[config.mk]
export PLATFORM = sky130hd
export DESIGN_NAME = ili9341_spi_reader
export DESIGN_NICKNAME = d
export VERILOG_FILES = /design/src/rtl/ili9341_spi_reader.sv
export SDC_FILE = /design/constraint.sdc
export NUM_CORES = 1
export LEC_CHECK = 0
export CORE_AREA = 8 8 128 130
export DETAILED_ROUTE_END_ITERATION = 7
export DIE_AREA = 0 0 136 138
export PLACE_DENSITY_LB_ADDON = 0.15
export SLEW_MARGIN = 20
export SYNTH_ARGS = -nofsm -noshare
export SYNTH_HDL_FRONTEND = slang
export SYNTH_SLANG_ARGS = --single-unit
[constraint.sdc]
create_clock -name clk -period 3.8 [get_ports clk]
set_input_delay 0.76 -clock clk [delete_from_list [all_inputs] [get_ports clk]]
set_output_delay 0.76 -clock clk [all_outputs]
set_load 0.02 [all_outputs]
[src/rtl/ili9341_spi_reader.sv]
// rtl/ili9341_spi_reader.sv - ILI9341 4-wire SPI read command issuer with 1-4 byte response capture
module ili9341_spi_reader #(
    parameter int CLK_DIV = 2
) (
    input  logic        clk,
    input  logic        reset,
    input  logic        start,
    input  logic [7:0]  cmd,
    input  logic [2:0]  rd_len,
    input  logic        dummy,
    output logic        busy,
    output logic        done,
    output logic [31:0] rd_data,
    output logic        tft_cs,
    output logic        tft_dc,
    output logic        tft_sck,
    output logic        tft_din,
    input  logic        tft_dout
);

    typedef enum logic [2:0] {
        S_IDLE,
        S_CMD,
        S_DUMMY,
        S_READ,
        S_HOLD
    } state_t;

    localparam int CW = (CLK_DIV < 2) ? 1 : $clog2(CLK_DIV);
    localparam logic [CW-1:0] HALF_LAST = CW'(CLK_DIV - 1);

    state_t        state, state_nxt;
    logic [CW-1:0] cnt, cnt_nxt;
    logic [5:0]    bit_cnt, bit_cnt_nxt;
    logic [7:0]    cmd_sh, cmd_sh_nxt;
    logic [2:0]    len, len_nxt;
    logic          dummy_r, dummy_nxt;
    logic [31:0]   shift, shift_nxt;
    logic          busy_nxt, done_nxt, cs_nxt, dc_nxt, sck_nxt, din_nxt;
    logic [31:0]   rd_data_nxt;
    logic          tick;
    logic [5:0]    rd_last;

    assign tick    = (cnt == HALF_LAST);
    // Index of the final read SCK cycle: 8*len - 1.
    assign rd_last = {len - 3'd1, 3'b111};

    always_comb begin
        state_nxt   = state;
        cnt_nxt     = tick ? '0 : cnt + 1'b1;
        bit_cnt_nxt = bit_cnt;
        cmd_sh_nxt  = cmd_sh;
        len_nxt     = len;
        dummy_nxt   = dummy_r;
        shift_nxt   = shift;
        busy_nxt    = busy;
        done_nxt    = 1'b0;
        rd_data_nxt = rd_data;
        cs_nxt      = tft_cs;
        dc_nxt      = tft_dc;
        sck_nxt     = tft_sck;
        din_nxt     = tft_din;

        case (state)
            S_IDLE: begin
                cnt_nxt = '0;
                // The done cycle is already IDLE, so a start there is rejected.
                if (start && !done) begin
                    state_nxt   = S_CMD;
                    cmd_sh_nxt  = {cmd[6:0], 1'b0};
                    din_nxt     = cmd[7];
                    cs_nxt      = 1'b0;
                    dc_nxt      = 1'b0;
                    busy_nxt    = 1'b1;
                    dummy_nxt   = dummy;
                    shift_nxt   = '0;
                    bit_cnt_nxt = '0;
                    if (rd_len == 3'd0)      len_nxt = 3'd1;
                    else if (rd_len > 3'd4)  len_nxt = 3'd4;
                    else                     len_nxt = rd_len;
                end
            end
            S_CMD, S_DUMMY, S_READ: begin
                if (tick) begin
                    sck_nxt = !tft_sck;
                    if (!tft_sck) begin
                        if (state == S_READ) shift_nxt = {shift[30:0], tft_dout};
                    end else begin
                        bit_cnt_nxt = bit_cnt + 1'b1;
                        if (state == S_CMD) begin
                            if (bit_cnt == 6'd7) begin
                                dc_nxt      = 1'b1;
                                din_nxt     = 1'b0;
                                bit_cnt_nxt = '0;
                                state_nxt   = dummy_r ? S_DUMMY : S_READ;
                            end else begin
                                din_nxt    = cmd_sh[7];
                                cmd_sh_nxt = {cmd_sh[6:0], 1'b0};
                            end
                        end else if (state == S_DUMMY) begin
                            bit_cnt_nxt = '0;
                            state_nxt   = S_READ;
                        end else if (bit_cnt == rd_last) begin
                            state_nxt = S_HOLD;
                        end
                    end
                end
            end
            S_HOLD: begin
                if (tick) begin
                    state_nxt   = S_IDLE;
                    cs_nxt      = 1'b1;
                    busy_nxt    = 1'b0;
                    done_nxt    = 1'b1;
                    rd_data_nxt = shift;
                end
            end
            default: begin
                state_nxt = S_IDLE;
            end
        endcase
    end

    always_ff @(posedge clk) begin
        if (reset) begin
            state   <= S_IDLE;
            cnt     <= '0;
            bit_cnt <= '0;
            cmd_sh  <= '0;
            len     <= 3'd1;
            dummy_r <= 1'b0;
            shift   <= '0;
            busy    <= 1'b0;
            done    <= 1'b0;
            rd_data <= '0;
            tft_cs  <= 1'b1;
            tft_dc  <= 1'b1;
            tft_sck <= 1'b0;
            tft_din <= 1'b0;
        end else begin
            state   <= state_nxt;
            cnt     <= cnt_nxt;
            bit_cnt <= bit_cnt_nxt;
            cmd_sh  <= cmd_sh_nxt;
            len     <= len_nxt;
            dummy_r <= dummy_nxt;
            shift   <= shift_nxt;
            busy    <= busy_nxt;
            done    <= done_nxt;
            rd_data <= rd_data_nxt;
            tft_cs  <= cs_nxt;
            tft_dc  <= dc_nxt;
            tft_sck <= sck_nxt;
            tft_din <= din_nxt;
        end
    end

endmodule

# After elaboration in Yosys (flattened, before gate mapping)

Index checks and enable logic that the tools add are counted.

Bits in registers: 92
Logic and storage cells: 104
Input bits: 16
Memory bits (read-only): 0
Memory bits (writable): 0
Bits in latches: 0
Output and inout port bits: 38
Memories kept: 0

Divide/modulo/power cells: 0
Add/sub/neg operators: 3
Multiply operators: 0
Multiplexer cells: 48
Equality and inequality tests: 17
Shift operators: 0
Reduce and logical (&&, ||, !) cells: 20
$lt $le $gt $ge: 1
Bitwise gates (word level): 1

Operator list:

| kind                                                             | count |
|---|---|
| 32-bit two-way mux                                               | 4 |
| 32-bit one-hot mux with 2 select lines                           | 1 |
| 8-bit two-way mux                                                | 5 |
| 6-bit two-way mux                                                | 6 |
| 3-bit two-way mux                                                | 10 |
| 2-bit != test (second input constant)                            | 9 |
| 6-bit AND reduction                                              | 3 |
| 8-bit one-hot mux with 2 select lines                            | 1 |
| 1-bit two-way mux                                                | 15 |
| 6-bit one-hot mux with 2 select lines                            | 1 |
| 5-bit AND reduction                                              | 2 |
| 3-bit one-hot mux with 3 select lines                            | 1 |
| 1-bit one-hot mux with 2 select lines                            | 4 |
| 6-bit by 1-bit adder with 6-bit output (second input constant)   | 1 |
| 3-bit by 2-bit == test with 1-bit output (second input constant) | 2 |
| 6-bit by 3-bit == test with 1-bit output (second input constant) | 1 |
| 6-bit == test                                                    | 1 |
| 3-bit logical NOT                                                | 2 |
| 2-bit AND reduction                                              | 3 |
| 3-bit OR reduction                                               | 2 |
| 4-bit != test (second input constant)                            | 1 |
| 4-bit AND reduction                                              | 1 |
| 2-bit nonzero test                                               | 2 |
| 3-bit by 1-bit == test with 1-bit output (second input constant) | 1 |
| other kinds (10)                                                 | 11 |

# Depth between registers and ports, before layout

Gate-level depths: netlist of the first run.

Word-level depth: 8
Gate-level depth with buffers: 7

# Worst setup path before layout of the first run

Ideal clock, no wire load.

Path type: input to register
Start point: in start
End point: reg shift[10]
Path buffers: 1
Data arrival time: 1.796 ns
Path slack: 1.872 ns
Cell stages on the path: 5
Path through: or4b_4 -> a21oi_4 -> clkbuf_1 -> nand2b_1 -> a21oi_1

Word-level cells in the longest chain between the ends: 3

Ends and longest elaborated chain:

| item                          | RTL line | text |
|---|---|---|
| from (decl)                   | 7        | `input logic start,` |
| 1-bit logical AND             | 68       | `if (start && !done) begin` |
| 2-bit != test (no line)       | n/a      |  |
| 5-bit AND reduction (no line) | n/a      |  |
| to (signal assigned)          | 147      | `shift <= shift_nxt;` |
| to (decl)                     | 38       | `logic [31:0] shift, shift_nxt;` |

No other way between the ends.
A chain may end at the register's enable or synchronous reset.

# Worst setup path after layout of the first run

Start point: reg state[0]
End point: reg rd_data[29]

Word-level cells in the longest chain between the ends: 2

Ends and longest elaborated chain:

| item                          | RTL line | text |
|---|---|---|
| from (decl)                   | 32       | `state_t state, state_nxt;` |
| from (signal assigned)        | 141      | `state <= state_nxt;` |
| 3-bit == test                 | 64       | `case (state)` |
| 2-bit AND reduction (no line) | n/a      |  |
| to (signal assigned)          | 150      | `rd_data <= rd_data_nxt;` |
| to (decl)                     | 13       | `output logic [31:0] rd_data,` |

No other way between the ends.

==> impl_metrics.yaml, run 1 <==
finish:
  drive_above_1_share_pct: 5.56
  layout_commonest_cell: "dfxtp_1"
  final_cell_mix: "dfxtp_1, nand2_1, a21oi_1"
  area_growth_pct: 24.4
  final_nets: 500
  n_antenna_cell: 0
  fin_util_pct: 32.7
synthesis:
  synth-seq-cells: 91
  synth.distinct_cells: 48
  synth_ff_type: "dfxtp_1"
  synth_top_cell_by_area: "dfxtp_1"
  synth-edff-count: 0
  yosys_warnings: 0
  syn_inst: 447
  synth_nets: 465
  syn_avg_cell_area_um2: 8.43
  synth_async_sr_flop_share_pct: 0
  yosys.area.top_type_share_pct: 48.4
  synth_area_um2: 3770
  seq_area_frac_synth_pct: 48.4
  synthTopCellsByArea: "dfxtp_1, a21oi_1, nand2_1"
timing:
  finalCritPeriodShare_pct: 63.4
  relSlewSlack_pct: 41.8
  setup_viol: 0
  final_hold_viol_count: 0
  worst_slew_pin_slew_ns: 0.873
  hold_slack_ns: 0.453
  drv_slew: 0
  fin_crit_ns: 2.41
  fin_skew_ns: 0.00515
  setup_tns_ns: 0
  rsz0062_at_grt: "no"
  fmax_mhz: 415
detailed_routing:
  detail_route.first_pass.iterations: 5
  viasPerCell: 4.76
  drc: 0
  vias: 3188
  routed_wl_um: 9550
  ant_nets: 0
  drtIter0Drc: 231
  wl_per_cell_um: 14.3
flow_run:
  cap_viol_max_count: 0
place:
  place.gp.congestion: 0.755
  post-dp-hpwl_um: 6190
  place.port_buffers: 53
cts:
  post_cts_buffers: 0
  tritoncts: "built"
  insertion_delay_ns: 0.34
  hold_buffers: 0
  cts_sinks: 91
  htreeDepth: 3
  cts_max_path_buffers: 2
  cts_buffers: 9
  path_clk_slew_ns: 0.06
  post_cts_resized: 0
  clockRootBuffer: "clkbuf_16"
floorplanning:
  die_h_um: 138
  io_pins: 54
  dieArea_um2: 18800
  rows: 44
  initial_utilization_pct: 26.3
  die_w_um: 136
  core-area_um2: 14300
setup_path:
  crit_fanout: 20
  critical-path-slowest-cell: "and3_1"
  crit_path_max_incr_delay_ns: 0.81
  crit_path_end_kind: "flop"
  worst-setup-path-type: "flop to flop"
  worst_ep_required_time_ns: 4.07
  crit_family: "simple AND/OR/NAND/NOR gates"
  startpoint_type: "flop"
  cp.arrival_ns: 2.68
  r2r_cells: 5
  cp_num_cells: 5
  worstPathCellList: "nor2_1, and3_1, buf_4, nand2_1, a21oi_1"
  cp_num_buf_inv: 1
power_and_ir_drop:
  p_int_uw: 1690
  ir_drop_uv: 191
  pwr_density_cell_nw_per_um2: 507
  p_sw_uw: 688
  switching_share_pct: 29.0
  p_leak_uw: 0.00152
  power_frac_seq_pct: 44.7
  p_comb_share_pct: 19.4
  clkPwrFrac_pct: 35.9
global_route:
  track_usage_pct: 10.4
  antenna_found_initial: 0
  overflow: 0
  grt_pass1_wl_um: 16000
  grt_max_degree: 65
  grt_pass1_vias: 3057
worst_hold_path:
  hp-class: "flop to flop"
  min_path_cells: 2
run_status:
  status: "finished clean"
==> routing by layer <==
layer,track usage (%),up-vias,routed length [um]
met2,16.0,67,4350
met4,3.30,0,139
met1,13.3,1492,4470
met3,3.84,11,592
met5,0,-,0
li1,-,1618,-
==> cells in the mapped netlist (all sizes together) (2+ instances only) <==
| cell | count |
|---|---|
| or4 | 3 |
| nand3b | 2 |
| nand3 | 40 |
| a211o | 2 |
| o21ai | 6 |
| dfxtp | 91 |
| inv | 3 |
| or4b | 2 |
| ha | 2 |
| a311oi | 6 |
| nand2b | 35 |
| nor2 | 10 |
| nor2b | 4 |
| nor3 | 6 |
| a31oi | 4 |
| mux2i | 6 |
| a22oi | 2 |
| buf | 13 |
| or3 | 3 |
| and3 | 2 |
| xnor2 | 2 |
| nand4b | 4 |
| a21oi | 79 |
| clkbuf | 23 |
| nand2 | 78 |
==> kinds of logic (layout without fill, tap and decap cells) <==
logic type,after synthesis,after routing,synth area share (%)
AO/OA/AOI/OAI,112,112,17.7
adder cells (fa/ha/maj),2,2,0.664
multiplexers,6,6,1.59
flip-flops,91,91,48.4
XOR/XNOR,4,4,1.33
AND/OR/NAND/NOR,193,193,25.5
buffers and inverters,39,78,4.85
==> worst min-delay path: cells and delay by family (launching register included) <==
family / cells / cell delay [ns]
DFF: 1 / 0.31
AOI/OAI and AO/OA: 1 / 0.05
and+or+nand+nor: 1 / 0.05
==> flip-flops by register name (all words and copies together), names as in the netlist <==
| name | count |
|---|---|
| rd_data | 32 |
| shift | 32 |
| cmd_sh | 7 |
| bit_cnt | 6 |
| len | 3 |
| state | 3 |
| busy | 1 |
| cnt | 1 |
| done | 1 |
| dummy_r | 1 |
| tft_cs | 1 |
| tft_dc | 1 |
| tft_din | 1 |
| tft_sck | 1 |
==> worst paths after layout <==
check                          startpoint                       end  slack, ns
hold / removal    rd_data[6]$_SDFFE_PP0P_   rd_data[6]$_SDFFE_PP0P_       0.45
setup reg to reg    state[0]$_SDFFE_PP0P_  rd_data[29]$_SDFFE_PP0P_       1.39
hold reg to reg   rd_data[6]$_SDFFE_PP0P_   rd_data[6]$_SDFFE_PP0P_       0.45
setup / recovery    state[0]$_SDFFE_PP0P_  rd_data[29]$_SDFFE_PP0P_       1.39
==> through the flow <==
step           cells  setup slack (ns)  total power [uW]  area (um2)
4_1_cts          670              1.41              2410        4680
3_5_place_dp     655              1.04              1540        4400
2_1_floorplan    447              1.87              1440        3770
3_3_place_gp     655              1.07              1540        4400
5_1_grt          670              1.13              2500        4680
6_report         670              1.39              2370        4680
==> power by group through the flow <==
stage	Sequential [uW]	Combinational, uW	Clock, uW
after floorplan	1070	371	0
after global placement	1080	457	0
after detailed placement	1080	461	0
after CTS	1060	464	884
after global routing	1070	506	925
final	1060	460	853
==> final cells by class <==
type	instances	area [um2]
Multi-Input combinational cell	317	1760
Inverter	3	11.3
Fill cell	1543	9630
Clock buffer	13	270
Tap cell	184	230
Sequential cell	91	1820
Timing Repair Buffer	60	578
Clock inverter	2	10.0
(Power assumes the default switching activity.)
==> inputs of run 2 (changes only) <==
Clock period 3.8 ns to 2.2 ns, I/O delays scaled along.
==> run 2 against run 1 <==
Register-to-register slack worse by 1.1 ns. Clock power up 85%. Combinational power up 84%. Worst hold slack worse by 0.027 ns. Final area up 2.0%. Core utilization up 0.65 points. Worst setup slack worse by 1.1 ns. Sequential power up 72%. Global-route usage down 0.055 points.
==> impl_metrics.yaml, run 2 (same netlist as run 1, synthesis figures left out) <==
run_status:
  status: "finished clean"
detailed_routing:
  drtIter0Drc: 176
  wl_met2_um: 4410
  routed_wl_um: 9680
  ant_nets: 0
  wl_per_cell_um: 14.3
  viasPerCell: 4.72
  top_layer_used: "met4"
  wl_met3_um: 521
  drc: 0
  vias: 3189
  detail_route.first_pass.iterations: 4
  wl_met1_um: 4610
finish:
  reg.largest.list: "rd_data x32, shift x32, cmd_sh x7"
  stdcell_area_um2: 4780
  layout_commonest_cell: "dfxtp_1"
  final_cell_mix: "dfxtp_1, nand2_1, a21oi_1"
  fillerInstances: 1531
  n_antenna_cell: 0
  fin_util_pct: 33.4
  drive_above_1_share_pct: 6.52
  area_growth_pct: 26.8
  final_nets: 504
flow_run:
  cap_viol_max_count: 0
power_and_ir_drop:
  pwr_density_cell_nw_per_um2: 889
  switching_share_pct: 28.5
  p_int_uw: 3040
  ir_drop_uv: 490
  p_comb_share_pct: 19.9
  p_sw_uw: 1210
  clkPwrFrac_pct: 37.2
  p_leak_uw: 0.00156
  power_frac_seq_pct: 42.8
cts:
  htreeDepth: 3
  insertion_delay_ns: 0.34
  cts_buffers: 9
  clockRootBuffer: "clkbuf_16"
  cts_sinks: 91
  cts_max_path_buffers: 2
  post_cts_buffers: 0
  path_clk_slew_ns: 0.06
  post_cts_resized: 0
  tritoncts: "built"
  hold_buffers: 0
floorplanning:
  die_h_um: 138
  die_w_um: 136
  io_pins: 54
  rows: 44
  core-area_um2: 14300
  dieArea_um2: 18800
  initial_utilization_pct: 26.3
setup_path:
  crit_fanout: 13
  startpoint_type: "flop"
  crit_path_end_kind: "flop"
  worst-setup-path-type: "flop to flop"
  worst_ep_required_time_ns: 2.40
  worstPathCellList: "buf_4, inv_1, or3_1, a21oi_1, a311oi_1"
  critical-path-slowest-cell: "or3_1"
  crit_path_max_incr_delay_ns: 0.59
  cp.arrival_ns: 2.12
place:
  place.gp.congestion: 0.748
  post-dp-hpwl_um: 6110
  dp_slack_ns: -0.00384
  place_area_um2: 4470
  place.port_buffers: 53
timing:
  setup_tns_ns: 0
  drv_slew: 0
  rsz0062_at_grt: "no"
  final_hold_viol_count: 0
  fin_skew_ns: 0.00659
  relSlewSlack_pct: 68.1
  worst_slew_pin_slew_ns: 0.478
  setup_viol: 0
  fmax_mhz: 520
  finalCritPeriodShare_pct: 87.5
  fin_crit_ns: 1.92
  worst_slack_ns: 0.275
global_route:
  antenna_found_initial: 0
  overflow: 0
  grt_pass1_vias: 3130
  track_usage_pct: 10.4
  grt_pass1_wl_um: 15800
  grt_max_degree: 85
worst_hold_path:
  hp-class: "primary input to flop"
## run 2: cell count changes in the layout (fill, tap and decap cells not counted)
cell | before | now
buf_12 | 0 | 3
buf_4 | 7 | 8
bufinv_16 | 0 | 1
clkbuf_8 | 3 | 2
clkinv_4 | 0 | 1
## run 2: area by class of cell
cell class | count | area, um2 | share of cell area, %
clock inverters | 4 | 48.8 | 1.02
repair buffers | 64 | 646 | 13.5
multi-input cells | 317 | 1760 | 36.9
clock buffers | 12 | 256 | 5.37
well taps | 184 | 230 | 4.82
flip-flops and latches | 91 | 1820 | 38.1
inverters | 3 | 11.3 | 0.236
## run 2: critical path, delay by kind of cell (launching register included)
kind                   cells  cell delay [ns]
AND/OR/NAND/NOR            1             0.59
flip-flops                 1             0.57
buffers and inverters      2             0.33
AO/OA/AOI/OAI              2             0.29
## run 2: final timing paths
kind                                                from                       end  slack [ns]  cells past startpoint
worst max-delay path               state[0]$_SDFFE_PP0P_    cmd_sh[6]$_SDFFE_PP0P_        0.28                      5
worst min-delay path                               reset    cmd_sh[4]$_SDFFE_PP0P_        0.43                      2
worst max register to register     state[0]$_SDFFE_PP0P_    cmd_sh[6]$_SDFFE_PP0P_        0.28                      5
worst min register to register  rd_data[24]$_SDFFE_PP0P_  rd_data[24]$_SDFFE_PP0P_        0.45                      2
## run 2: stage by stage
stage               cells  power [uW]  hold WS (ns)
global placement      659        2700         0.444
floorplan             447        2480         0.432
global route          675        4480         0.427
finish                675        4250         0.426
detailed placement    659        2710         0.450
CTS                   675        4320         0.411
## run 2: metal layers
metal	GRT usage (%)	vias up
met2	16.1	57
met3	4.24	10
li1	-	1625
met4	3.64	0
met1	12.6	1497
met5	0	-
## run 2: power groups by stage
stage	Clock [uW]	Combinational (uW)	Sequential (uW)
global route	1710	933	1830
floorplan	0	641	1840
detailed placement	0	857	1860
finish	1580	847	1820
global placement	0	844	1850
CTS	1640	859	1820
